## src/rtl/jace_audio_pkg.sv

```systemverilog
// -----------------------------------------------------------------------------
// jace_audio_pkg
// Shared definitions for the Jupiter ACE audio mixer:
//   - state_t        : sequencing FSM states (also exposed as a debug output)
//   - *_LEVEL_DEF    : default PCM contributions of the beeper/tape bits
//   - ex()           : expands an 8-bit AY level to a 13-bit full-scale value
// -----------------------------------------------------------------------------
package jace_audio_pkg;

  typedef enum logic [2:0] {
    S_IDLE = 3'd0,
    S_BEEP = 3'd1,
    S_A    = 3'd2,
    S_B    = 3'd3,
    S_C    = 3'd4,
    S_SAT  = 3'd5,
    S_FILT = 3'd6
  } state_t;

  localparam logic [15:0] SPK_LEVEL_DEF = 16'h1C00;
  localparam logic [15:0] EAR_LEVEL_DEF = 16'h0E00;
  localparam logic [15:0] MIC_LEVEL_DEF = 16'h07F0;

  // Replicating the top bits into the LSBs makes 8'hFF map to 16'h1FFF
  // exactly, so full-scale AY output is a clean 13-bit maximum.
  function automatic logic [15:0] ex(input logic [7:0] v);
    return {3'b000, v, v[7:3]};
  endfunction

endpackage

```

## src/rtl/jace_audio_lpf.sv

```systemverilog
// -----------------------------------------------------------------------------
// jace_audio_lpf
// One-pole low-pass filter, y <= y + ((x - y) >>> FILT_SHIFT), evaluated in
// 17-bit signed arithmetic. The output register is the filter state.
// FILT_SHIFT = 0 degenerates to a plain load of x.
// Ports:
//   clk, reset_n : clock, asynchronous active-low reset
//   load         : update y from x this cycle
//   x            : new input sample, 0..16'h7FFF
//   y            : filtered output, 0..16'h7FFF
// -----------------------------------------------------------------------------
module jace_audio_lpf #(
  parameter int FILT_SHIFT = 0
) (
  input  logic        clk,
  input  logic        reset_n,
  input  logic        load,
  input  logic [15:0] x,
  output logic [15:0] y
);

  logic signed [16:0] diff;
  logic signed [16:0] step;
  logic signed [16:0] y_next;

  // Both x and y stay within 0..16'h7FFF and the step never overshoots x,
  // so the 17-bit signed result always fits back into 16 bits.
  always_comb begin
    diff   = $signed({1'b0, x}) - $signed({1'b0, y});
    step   = diff >>> FILT_SHIFT;
    y_next = $signed({1'b0, y}) + step;
  end

  always_ff @(posedge clk or negedge reset_n) begin
    if (!reset_n) begin
      y <= '0;
    end else if (load) begin
      y <= y_next[15:0];
    end
  end

endmodule

```

## src/rtl/jace_audio_mixer.sv

```systemverilog
// -----------------------------------------------------------------------------
// jace_audio_mixer
// Registered audio mixer for the Jupiter ACE core. Every DIV clocks it
// snapshots spk/mic/ear and the three AY levels, mixes them into left/right
// PCM over a short FSM sequence, saturates, filters and publishes the result.
// Ports:
//   clk65, reset_n          : 6.5 MHz core clock, asynchronous active-low reset
//   spk, mic                : beeper / tape-out bits (synchronous)
//   ear                     : tape-in pin (asynchronous, synchronized here)
//   ay_a, ay_b, ay_c        : AY channel levels, unsigned
//   audio_l, audio_r        : PCM output, 0..16'h7FFF
//   sample_valid            : one-cycle pulse when audio_l/audio_r update
//   state                   : FSM state, for debug/observation
// Output semantics: sample_valid is a single-cycle strobe with no back-pressure;
// audio_l/audio_r change only in the cycle sample_valid is high and hold until
// the next strobe.
// Sample timing: tick in cycle T -> new outputs and sample_valid in T+7.
// -----------------------------------------------------------------------------
module jace_audio_mixer
  import jace_audio_pkg::*;
#(
  parameter int          DIV        = 136,
  parameter logic [15:0] SPK_LEVEL  = SPK_LEVEL_DEF,
  parameter logic [15:0] EAR_LEVEL  = EAR_LEVEL_DEF,
  parameter logic [15:0] MIC_LEVEL  = MIC_LEVEL_DEF,
  parameter int          FILT_SHIFT = 0
) (
  input  logic        clk65,
  input  logic        reset_n,
  input  logic        spk,
  input  logic        mic,
  input  logic        ear,
  input  logic [7:0]  ay_a,
  input  logic [7:0]  ay_b,
  input  logic [7:0]  ay_c,
  output logic [15:0] audio_l,
  output logic [15:0] audio_r,
  output logic        sample_valid,
  output state_t      state
);

  // The FSM needs 7 cycles per sample, so a shorter period would let a tick
  // land while a sample is still being built.
  if (DIV < 8 || FILT_SHIFT < 0 || FILT_SHIFT > 7) begin : g_bad_param
    $error("jace_audio_mixer: DIV must be >= 8 and FILT_SHIFT within 0..7");
  end

  localparam int CW = $clog2(DIV);

  logic [CW-1:0] div_cnt;
  logic          tick;
  logic          ear_meta, ear_s;
  logic          spk_q, mic_q, ear_q;
  logic [7:0]    a_q, b_q, c_q;
  logic [16:0]   acc_l, acc_r;
  logic [16:0]   beep;
  logic [15:0]   x_l, x_r;
  logic          load;

  assign tick = (div_cnt == CW'(DIV - 1));
  assign load = (state == S_FILT);

  // ear is asynchronous to clk65; only ear_s is used downstream.
  always_ff @(posedge clk65 or negedge reset_n) begin
    if (!reset_n) begin
      ear_meta <= 1'b0;
      ear_s    <= 1'b0;
    end else begin
      ear_meta <= ear;
      ear_s    <= ear_meta;
    end
  end

  always_ff @(posedge clk65 or negedge reset_n) begin
    if (!reset_n) begin
      div_cnt <= '0;
    end else if (tick) begin
      div_cnt <= '0;
    end else begin
      div_cnt <= div_cnt + 1'b1;
    end
  end

  always_comb begin
    beep = 17'd0;
    if (spk_q) beep = beep + {1'b0, SPK_LEVEL};
    if (ear_q) beep = beep + {1'b0, EAR_LEVEL};
    if (mic_q) beep = beep + {1'b0, MIC_LEVEL};
  end

  always_ff @(posedge clk65 or negedge reset_n) begin
    if (!reset_n) begin
      state        <= S_IDLE;
      spk_q        <= 1'b0;
      mic_q        <= 1'b0;
      ear_q        <= 1'b0;
      a_q          <= '0;
      b_q          <= '0;
      c_q          <= '0;
      acc_l        <= '0;
      acc_r        <= '0;
      x_l          <= '0;
      x_r          <= '0;
      sample_valid <= 1'b0;
    end else begin
      sample_valid <= 1'b0;
      case (state)
        S_IDLE: begin
          if (tick) begin
            spk_q <= spk;
            mic_q <= mic;
            ear_q <= ear_s;
            a_q   <= ay_a;
            b_q   <= ay_b;
            c_q   <= ay_c;
            acc_l <= '0;
            acc_r <= '0;
            state <= S_BEEP;
          end
        end
        S_BEEP: begin
          acc_l <= acc_l + beep;
          acc_r <= acc_r + beep;
          state <= S_A;
        end
        S_A: begin
          acc_l <= acc_l + {1'b0, ex(a_q)};
          state <= S_B;
        end
        S_B: begin
          acc_r <= acc_r + {1'b0, ex(b_q)};
          state <= S_C;
        end
        S_C: begin
          acc_l <= acc_l + {1'b0, ex(c_q)};
          acc_r <= acc_r + {1'b0, ex(c_q)};
          state <= S_SAT;
        end
        S_SAT: begin
          x_l   <= (acc_l > 17'h07FFF) ? 16'h7FFF : acc_l[15:0];
          x_r   <= (acc_r > 17'h07FFF) ? 16'h7FFF : acc_r[15:0];
          state <= S_FILT;
        end
        S_FILT: begin
          // The filters load on this same edge (load = state == S_FILT).
          sample_valid <= 1'b1;
          state        <= S_IDLE;
        end
        default: state <= S_IDLE;
      endcase
    end
  end

  jace_audio_lpf #(.FILT_SHIFT(FILT_SHIFT)) u_lpf_l (
    .clk     (clk65),
    .reset_n (reset_n),
    .load    (load),
    .x       (x_l),
    .y       (audio_l)
  );

  jace_audio_lpf #(.FILT_SHIFT(FILT_SHIFT)) u_lpf_r (
    .clk     (clk65),
    .reset_n (reset_n),
    .load    (load),
    .x       (x_r),
    .y       (audio_r)
  );

endmodule

```

## config.mk

```make
export PLATFORM = sky130hd
export DESIGN_NAME = jace_audio_mixer
export DESIGN_NICKNAME = d
export VERILOG_FILES = /design/src/rtl/jace_audio_pkg.sv /design/src/rtl/jace_audio_lpf.sv /design/src/rtl/jace_audio_mixer.sv
export SDC_FILE = /design/constraint.sdc
export NUM_CORES = 1
export LEC_CHECK = 0
export BUFFER_PORTS_ARGS = -buffer_cell sky130_fd_sc_hd__buf_2
export CAP_MARGIN = 10
export CORE_MARGIN = 4
export CORE_UTILIZATION = 23
export CTS_BUF_LIST = sky130_fd_sc_hd__clkbuf_16
export DETAILED_ROUTE_END_ITERATION = 7
export GPL_ROUTABILITY_DRIVEN = 0
export SETUP_SLACK_MARGIN = 0.2
export SYNTH_ARGS = -nofsm -noshare
export SYNTH_HDL_FRONTEND = slang
export SYNTH_SLANG_ARGS = --single-unit
```

## constraint.sdc

```tcl
create_clock -name clk65 -period 4.5 [get_ports clk65]
set_clock_uncertainty 0.1 [all_clocks]
set_input_delay 0.675 -clock clk65 [delete_from_list [all_inputs] [get_ports clk65]]
set_output_delay 0.675 -clock clk65 [all_outputs]
set_load 0.01 [all_outputs]
```

==> results of run 1 <==
placed cells by master (no fill, tap or decap), drive strengths merged, types with 8 or more instances in the layout:
| cell | count |
|---|---|
| a211oi | 16 |
| a21o | 17 |
| a21oi | 67 |
| a22o | 10 |
| a22oi | 8 |
| and3 | 12 |
| buf | 72 |
| clkbuf | 17 |
| dfrtp | 139 |
| ha | 87 |
| inv | 64 |
| nand2 | 186 |
| nand2b | 9 |
| nand3 | 18 |
| nor2 | 79 |
| nor3 | 21 |
| o21a | 8 |
| o21ai | 101 |
| o21bai | 10 |
| o22ai | 11 |
| or2 | 15 |
| xnor2 | 32 |
| xor2 | 31 |
power by group:
part	leakage [nW]	internal [mW]	switching, mW
sequential	1.79	1.25	0.000279
clock	0.273	0.735	0.633
combinational	2.89	0.0103	0.0279
total	4.96	2.00	0.662
synth_stat cells, types with 3 or more instances:
master and count:
dfrtp_1 139, o2111ai_1 4, o21ai_0 98, or2_2 15, fa_1 3, clkbuf_1 32
and2_1 6, nor2b_1 7, a211o_1 5, xor2_1 31, nor2_1 79, nand4_1 7
nand2b_1 9, nand2_1 186, a22oi_1 8, o211ai_1 7, ha_1 87, xnor2_1 32
o311ai_0 3, nor3_1 21, o21bai_1 10, buf_2 3, inv_1 53, a31oi_1 7
and3_1 12, o21a_1 8, a21oi_1 67, o22ai_1 11, a211oi_1 16, nand3_1 18
a22o_1 10, a21o_1 17, o31ai_1 5, mux2i_1 3
worst register-to-register path: cells and delay by family (launching register included):
kind | cells | cell delay, ns
buffers and inverters | 1 | 0.09
AO/OA/AOI/OAI | 5 | 1.36
multiplexers | 1 | 0.39
adder cells (fa/ha/maj) | 1 | 0.37
flip-flops | 1 | 0.36
AND/OR/NAND/NOR | 4 | 1.00
per-layer routing:
layer / vias to the layer above / track usage / wire length, um
met4: 0 / 0.0309 / 331
met2: 194 / 0.149 / 8920
li1: 3824 / - / -
met3: 25 / 0.0275 / 1330
met5: - / 0 / 0
met1: 3529 / 0.170 / 12000
final timing paths:
check	cells after the start	slack, ns	to	startpoint
min reg2reg	0	0.27	ear_s	ear_meta
max reg2reg	12	0.78	acc_r[13]	state[2]
max in group asynchronous	2	3.16	acc_r[4]	reset_n
max	12	0.78	acc_r[13]	state[2]
min	1	0.23	ear_meta	reset_n
min in group clk65	1	0.25	ear_meta	ear
cell families after synthesis:
group / Yosys count / share of synthesized area
simple gates: 371 / 0.181
compound gates: 297 / 0.205
flops: 139 / 0.383
buf+inv: 90 / 0.0376
fa+ha+maj: 90 / 0.127
xor+xnor: 63 / 0.0608
mux: 5 / 0.00579
final cells by class:
class	instances	share of cell area
sequential	139	0.330
clock inverter	15	0.0138
inverter	54	0.0192
tap	518	0.0614
clock buffer	17	0.0403
timing repair buffer	72	0.0366
multi-input combinational	826	0.499
flip-flops by register name, indices dropped and copies added, names as in the netlist, 8 cells and up:
signal     flops
div_cnt        8
acc_l         17
u_lpf_l.y     16
u_lpf_r.y     16
b_q            8
acc_r         17
x_l           16
c_q            8
a_q            8
x_r           16
==> reports/results.txt, run 1 <==
N_diodes: 0
Worst EP arrival: 4.00 ns
Slew @ Worst Pin: 1.02 ns
Drt first-iter violations: 479
Num Clock Sinks: 139
Final Instance Count excl. Fillers: 1641
DP Cell Count: 1609
Total power: 2.66 mW
Vias in the first global route: 7163
Post-Syn Area per Cell: 8.61 um2
Cts repair resizes: 0
# setup viols final: 0
DP Area: 9980 um2
Dpl ws: 0.933 ns
Largest cells by area after synthesis: dfrtp_1, ha_1, nand2_1
DRC viols: 0
First-pass GRT wire length: 37.7 mm
IO Count: 65
DPL Wire Length: 17.3 mm
Seq/Total Area, Yosys: 0.383
H-Tree Depth: 4
Largest net degree at the start of global routing: 99
Fraction of layout cells with a size suffix above 1: 0.114
WL final: 22.6 mm
Die Area: 42700 um2
Die Width: 207 um
Hold crit path type: primary input to async pin
Final critical-path share of the clock period: 0.827
Syn Nets: 1174
Antenna-violating nets left: 0
CTS buffer count: 17
Type of the worst setup path: flip-flop to flip-flop
Count of final hold-check violations: 0
NumNets Final: 1229
Core outline area: 38800 um2
Max cap viols: 0
Port Buf Inserts: 64
CP top delay family: compound AO/OA/AOI/OAI gates
Peak fanout along the critical path: 7
Worst-Skew Late Latency: 0.44 ns
Static leakage power: 4.96 nW
Endpoint type of the worst setup path: flip-flop
CTS Root Cell: clkbuf_16
Post-CTS Setup Inserts: 0
DR vias: 7572
Number of hold buffers added after CTS: 0
Fmax: 269 MHz
Buf/Inv on CP: 1
Startpoint Class: flip-flop
Max clock buf depth: 2
Total grt overflow: 0
Pins Over Slew Limit: 0
Distinct cell type count after synthesis: 62
CTS tree: done
Routed WL per cell: 13.8 um
Initial Util: 0.234
Ys async rst share: 1.00
Via density: 4.61
Ys Warns: 0
Most frequent CP cell: nor2_1
Initial antenna violation count: 0
Util after Layout: 0.272
FF+latch area: 3480 um2
Multi-input logic area: 5260 um2
RSZ-0062 raised after global routing: no
Fin crit period: 3.72 ns
Power per cell area: 252 nW/um2
P&R area growth vs syn: 16.2%
Largest area contributor in the netlist: dfrtp_1
Design area: 10600 um2
Pre-antenna DRT Iters: 5
Site Rows: 72
GRT Overall Usage: 0.110
TNS Setup: 0 ns
Slowest CP cell: mux2_2
Commonest register cell after synthesis: dfrtp_1
Clock Pin Slew Worst Setup and Hold Paths: 0.07 ns
Hold WS: 0.230 ns
Flops & latches, synth: 139
Cell Area, Synth: 9080 um2
Worst path max stage delay: 0.39 ns
Critical path cell sequence: inv_1 > nor2_1 > nand2_1 > o21ai_1 > mux2_2 > ha_1 > a21oi_1 > nor2_1 > a2111oi_2 > a31oi_1 > nor4b_1 > a211o_1
VDD IR max: 0.272 mV
Post-Synthesis Cells: 1055
Worst endpoint required time: 4.77 ns
Synth top area share: 0.383
DIE HEIGHT: 207 um
Setup WS post-layout: 0.777 ns
Status: completed
Layout fillers: 4189
Slew HR: 0.320
Post-synth EDFFs: 0
(Power assumes the default switching activity.)
==> run 2: changes to the inputs <==
ABC_AREA = 1   (was not set)
clock period = 3.55 ns   (was 4.5 ns; I/O delays follow)
==> run 2 against run 1 <==
Net effect:
- die area grew 7.5%
- wire length grew 5.8%
- largest power group unchanged
- design area grew 7.5%
- synthesized area grew 7.8%
- critical endpoint is now acc_l[7]
- total power grew 38%
- count of clock-buffer cells in the layout is the same
- flip-flop and latch count is the same
==> reports/results.txt, run 2 <==
Num Clock Sinks: 139 (unchanged)
Distinct cell type count after synthesis: 38 (-39%)
# setup viols final: 0 (unchanged)
NumNets Final: 1568 (+28%)
Fin crit period: 2.88 ns (-0.842 ns)
Synth top area share: 0.355 (-0.0276)
WL final: 23.9 mm (+5.8%)
Worst-Skew Late Latency: 0.43 ns (about the same)
DR vias: 8486 (+12%)
Fraction of layout cells with a size suffix above 1: 0.0971 (-0.0169)
First element of the critical path: state[0]
Biggest regs: acc_l (17), acc_r (17)
Final critical-path share of the clock period: 0.811 (-0.0159)
H-Tree Depth: 4 (unchanged)
IO Count: 65 (unchanged)
Layout fillers: 4577 (+9.3%)
Core outline area: 42000 um2 (+8.3%)
P&R area growth vs syn: 15.9%
DP Area: 10700 um2 (+7.4%)
Multi-input logic area: 5310 um2 (+0.81%)
Status: completed
Site Rows: 75 (+4.2%)
Endpoint type of the worst setup path: flip-flop
Logic pwr share: 0.042 (+0.028)
Sequential power share: 0.438 (-0.033)
Die Width: 214 um (+3.7%)
Total power: 3.67 mW (+38%)
Dpl ws: 0.683 ns (-0.250 ns)
Fmax: 347 MHz (+29%)
Clock power frac: 0.519 (+0.004)
Die Area: 45900 um2 (+7.5%)
Routed WL per cell: 12.0 um (-13%)
Via density: 4.24 (-8.1%)
Sw Share: 0.256 (+0.00673)
Post-Syn Area per Cell: 7.05 um2 (-18%)
Total grt overflow: 0 (unchanged)
CTS buffer count: 17 (unchanged)
Cell Area, Synth: 9780 um2 (+7.8%)
Post-CTS Setup Inserts: 0 (unchanged)
CTS tree: done
DIE HEIGHT: 214 um (+3.7%)
Largest area contributor in the netlist: dfrtp_1
Static leakage power: 6.49 nW (+31%)
Antenna-violating nets left: 0 (unchanged)
Power per cell area: 323 nW/um2 (+28%)
Initial antenna violation count: 0 (unchanged)
Worst R2R Path Depth: 14 (+2)
Post-synth EDFFs: 0 (unchanged)
Hold WS: 0.0126 ns (-0.218 ns)
FF+latch area: 3480 um2 (unchanged)
Slew HR: 0.379 (+0.0586)
Commonest register cell after synthesis: dfrtp_1
Util after Layout: 0.270 (-0.00193)
Pre-antenna DRT Iters: 5 (unchanged)
Seq/Total Area, Yosys: 0.355 (-0.0276)
Port Buf Inserts: 64 (unchanged)
First-pass GRT wire length: 40.6 mm (+7.7%)
Ys async rst share: 1.00 (unchanged)
Type of the worst setup path: flip-flop to flip-flop
VDD IR max: 0.333 mV (+22%)
Syn Nets: 1506 (+28%)
Count of final hold-check violations: 0 (unchanged)
Setup WS post-layout: 0.670 ns (-0.108 ns)
Peak fanout along the critical path: 16 (+9)
Clock Pin Slew Worst Setup and Hold Paths: 0.07 ns (about the same)
Max clock buf depth: 2 (unchanged)
Most frequent cell after synthesis: nand2_1
Number of hold buffers added after CTS: 0 (unchanged)
Worst endpoint required time: 3.78 ns (-0.99 ns)
Most frequent cells in the layout: nand2_1, inv_1, dfrtp_1
TNS Setup: 0 ns (unchanged)
Largest cells by area after synthesis: dfrtp_1, nand2_1, ha_1
Initial Util: 0.233 (-0.00109)
Ys Warns: 0 (unchanged)
Post-Synthesis Cells: 1387 (+31%)
Startpoint Class: flip-flop
GRT Overall Usage: 0.106 (-0.00378)
DP Cell Count: 1969 (+22%)
Cts repair resizes: 0 (unchanged)
Post-synth top cells: nand2_1, inv_1, dfrtp_1, nor2_1, ha_1
CTS Root Cell: clkbuf_16
Final Instance Count excl. Fillers: 2001 (+22%)
DRC viols: 0 (unchanged)
Max cap viols: 0 (unchanged)
Hold crit path type: primary input to async pin
Origin of the critical flop-to-flop path: state[0]
Sw power: 938 uW (+42%)
Slew @ Worst Pin: 0.929 ns (-0.0866 ns)
Worst EP arrival: 3.11 ns (-0.89 ns)
Most common cell after layout, fill and taps aside: nand2_1
Largest net degree at the start of global routing: 70 (-29%)
Design area: 11300 um2 (+7.5%)
P_int: 2.73 mW (+37%)
Pins Over Slew Limit: 0 (unchanged)
RSZ-0062 raised after global routing: no
Vias in the first global route: 8170 (+14%)
Flops & latches, synth: 139 (unchanged)
DPL Wire Length: 18.8 mm (+8.6%)
N_diodes: 0 (unchanged)
Drt first-iter violations: 454 (-5.2%)
## run 2: cell count changes in the layout (fill, tap and decap cells not counted), sizes merged, moves of 10 or more
cell / before / now
nand2: 186 / 436
inv: 64 / 244
nand3: 18 / 74
nor2: 79 / 115
o21ai: 101 / 80
xnor2: 32 / 12
a21o: 17 / 0
a211oi: 16 / 0
xor2: 31 / 16
nand3b: 0 / 13
and3: 12 / 2
nor3: 21 / 11
## run 2: cell type report
cell class / count / area share
inverter: 233 / 0.0771
multi-input combinational: 989 / 0.468
clock inverter: 15 / 0.0171
sequential: 139 / 0.307
tap: 539 / 0.0595
clock buffer: 17 / 0.0375
timing repair buffer: 69 / 0.0343
## run 2: path summary, 6_finish.rpt
path | endpoint | slack, ns
setup / recovery | acc_l[7] | 0.67
hold / removal | acc_l[1] | 0.01
setup reg to reg | acc_l[7] | 0.67
hold reg to reg | ear_s | 0.25
max in group asynchronous | ear_s | 2.54
min in group clk65 | ear_meta | 0.11
## run 2: power by group through the flow
stage | combinational (mW) | clock [mW] | sequential (mW)
final | 0.156 | 1.90 | 1.61
after global routing | 0.179 | 2.01 | 1.61
after CTS | 0.159 | 1.94 | 1.61
after detailed placement | 0.159 | 0 | 1.64
after global placement | 0.156 | 0 | 1.64
after floorplan | 0.0798 | 0 | 1.63
## run 2: cell families after synthesis
kind of cell / synth area share
AOI/OAI and AO/OA: 0.0994
xor gates and xnor gates: 0.0251
adders and majority gates: 0.117
buffers and inverters: 0.103
DFF: 0.355
muxes: 0.00806
and+or+nand+nor: 0.292
## run 2: routing by layer
metal	up-vias	track usage	part of all wire
met5	-	0	0
met4	0	0.0279	0.012
met3	17	0.0207	0.037
met2	141	0.161	0.42
met1	3829	0.154	0.54
li1	4499	-	-
## run 2: critical path: stages, from the launching register on
cell and delay [ns]:
dfrtp_1 0.46, inv_2 0.12, nand3_2 0.30, nand2_4 0.27, inv_1 0.12, o21ai_0 0.19, inv_1 0.06, ha_1 0.33
nand2_1 0.14, inv_1 0.07, a21oi_1 0.13, nand2_1 0.09, or2_2 0.28, nand3_1 0.07, nand2_1 0.05
==> run 3: changes to the inputs <==
clock period = 3 ns   (was 3.55 ns; I/O delays follow)
==> run 3 against run 2 <==
Net effect:
- register-to-register slack worse by 0.31 ns
- highest routed layer unchanged
- via count is 1.8% higher
- critical path depth rose by 2
- critical path type unchanged
- final cell count grew 0.55%
- count of clock-buffer cells in the layout stayed put
==> reports/results.txt, run 3 (synthesized netlist as in run 2, its figures left out) <==
NumNets Final: 1579 (+0.70%)
Max clock buf depth: 2 (unchanged)
CTS Root Cell: clkbuf_16
Static leakage power: 6.52 nW (+0.34%)
Most common cell after layout, fill and taps aside: nand2_1
Initial Util: 0.233 (unchanged)
Biggest regs: acc_l (17), acc_r (17)
Status: completed
DPL Wire Length: 19.2 mm (+2.0%)
Type of the worst setup path: flip-flop to flip-flop
RSZ-0062 raised after global routing: yes
DR vias: 8638 (+1.8%)
Dpl ws: 0.159 ns (-0.525 ns)
Setup WS post-layout: 0.360 ns (-0.309 ns)
Routed WL per cell: 12.2 um (+1.7%)
Most frequent cells in the layout: nand2_1, inv_1, dfrtp_1
# setup viols final: 0 (unchanged)
Core outline area: 42000 um2 (unchanged)
Startpoint Class: flip-flop
WL final: 24.5 mm (+2.3%)
WL met1: 12.9 mm (+0.41%)
H-Tree Depth: 4 (unchanged)
Largest net degree at the start of global routing: 62 (-11%)
Via density: 4.29 (+1.2%)
DIE HEIGHT: 214 um (unchanged)
Final critical-path share of the clock period: 0.880 (+0.0685)
Fraction of layout cells with a size suffix above 1: 0.117 (+0.0196)
Die Area: 45900 um2 (unchanged)
Util after Layout: 0.274 (+0.00417)
WL met2: 10.3 mm (+3.6%)
DR top layer: met4
Power per cell area: 368 nW/um2 (+14%)
Slew @ Worst Pin: 0.772 ns (-0.157 ns)
P&R area growth vs syn: 17.7%
Fmax: 379 MHz (+9.1%)
Total grt overflow: 0 (unchanged)
Clock Pin Slew Worst Setup and Hold Paths: 0.07 ns (about the same)
Peak fanout along the critical path: 9 (-7)
Initial antenna violation count: 0 (unchanged)
First-pass GRT wire length: 40.9 mm (+0.71%)
Port Buf Inserts: 64 (unchanged)
Num Clock Sinks: 139 (unchanged)
CTS tree: done
TNS Setup: 0 ns (unchanged)
Worst-Skew Late Latency: 0.43 ns (about the same)
Antenna-violating nets left: 0 (unchanged)
GRT Overall Usage: 0.107 (+0.00154)
Pins Over Slew Limit: 0 (unchanged)
Pre-antenna DRT Iters: 7 (+2)
IO Count: 65 (unchanged)
DRC viols: 0 (unchanged)
Slew HR: 0.484 (+0.105)
VDD IR max: 0.392 mV (+18%)
Site Rows: 75 (unchanged)
Die Width: 214 um (unchanged)
Vias in the first global route: 8229 (+0.72%)
Worst EP arrival: 2.86 ns (-0.25 ns)
Drt first-iter violations: 464 (+2.2%)
Hold crit path type: primary input to flip-flop
R2R Setup Slk: 0.36 ns (-0.31 ns)
Max cap viols: 0 (unchanged)
Worst endpoint required time: 3.22 ns (-0.56 ns)
Routed wl met3: 946 um (+6.1%)
Fin crit period: 2.64 ns (-0.241 ns)
Endpoint type of the worst setup path: flip-flop
N_diodes: 0 (unchanged)
CTS buffer count: 17 (unchanged)
Count of final hold-check violations: 0 (unchanged)
==> run 3: cell count changes in the layout (fill, tap and decap cells not counted), sizes merged <==
cell         previous run  this run
buf                    69        78
clkinvlp                0         2
bufinv                  2         1
clkinv                  2         1
dlygate4sd3             0         1
nand3                  74        75
==> run 3: per-stage QoR <==
| stage | power [mW] | std cells | hold WS, ns | area, um2 |
|---|---|---|---|---|
| 2_1_floorplan | 2.03 | 1387 | 0.0544 | 9780 |
| 3_3_place_gp | 2.12 | 1971 | 0.240 | 10700 |
| 3_5_place_dp | 2.13 | 1971 | 0.238 | 10700 |
| 4_1_cts | 4.30 | 2004 | 0.0139 | 11300 |
| 5_1_grt | 4.43 | 2012 | 0.0129 | 11500 |
| 6_report | 4.24 | 2012 | 0.0358 | 11500 |
==> run 3: layer usage <==
layer	vias up	GRT usage
met5	-	0
met4	0	0.0305
met3	23	0.0193
met2	178	0.162
met1	3924	0.158
li1	4513	-
==> run 3: power by group <==
group	switching (mW)	internal, mW	total (mW)
Clock	0.953	1.19	2.14
Sequential	0.00888	1.89	1.90
Combinational	0.128	0.0640	0.192
==> run 3: final cells by class <==
type                    count  area, um2
clock buffers              17        425
well taps                 539        674
fillers                  4585      30500
flip-flops and latches    139       3480
repair buffers             79        454
multi-input cells         990       5430
clock inverters            15        170
inverters                 233        882
==> run 3: worst paths after layout <==
check                           depth (start not counted)     start         end
worst max-delay path                                   16  state[1]    acc_l[7]
worst min-delay path                                    1       ear    ear_meta
worst max register to register                         16  state[1]    acc_l[7]
worst min register to register                          0  ear_meta       ear_s
max in group asynchronous                               3   reset_n      b_q[4]
min in group asynchronous                               2   reset_n  div_cnt[4]
==> run 3: critical path, cell delays in order, from the launching register on <==
cell and delay [ns]:
dfrtp_2 0.45, inv_4 0.13, nor2_4 0.06, nand2_4 0.15, nand2_8 0.10, inv_2 0.10, nand2_1 0.10, o21ai_0 0.11
inv_1 0.06, ha_1 0.33, nand2_1 0.14, inv_1 0.07, a21oi_1 0.14, nand2_1 0.10, or2_2 0.28, nand3_1 0.07
nand2_1 0.05
==> run 3: what timing repair did <==
action / in CTS / in global routing
cloned: 0 / 1
setup endpoints to repair: 8 / 23
gates resized for setup: 1 / 29
endpoints found under the hold margin: 49 / 0
hold buffers: 1 / 0
pin swaps: 0 / 3
setup buffers: 0 / 7
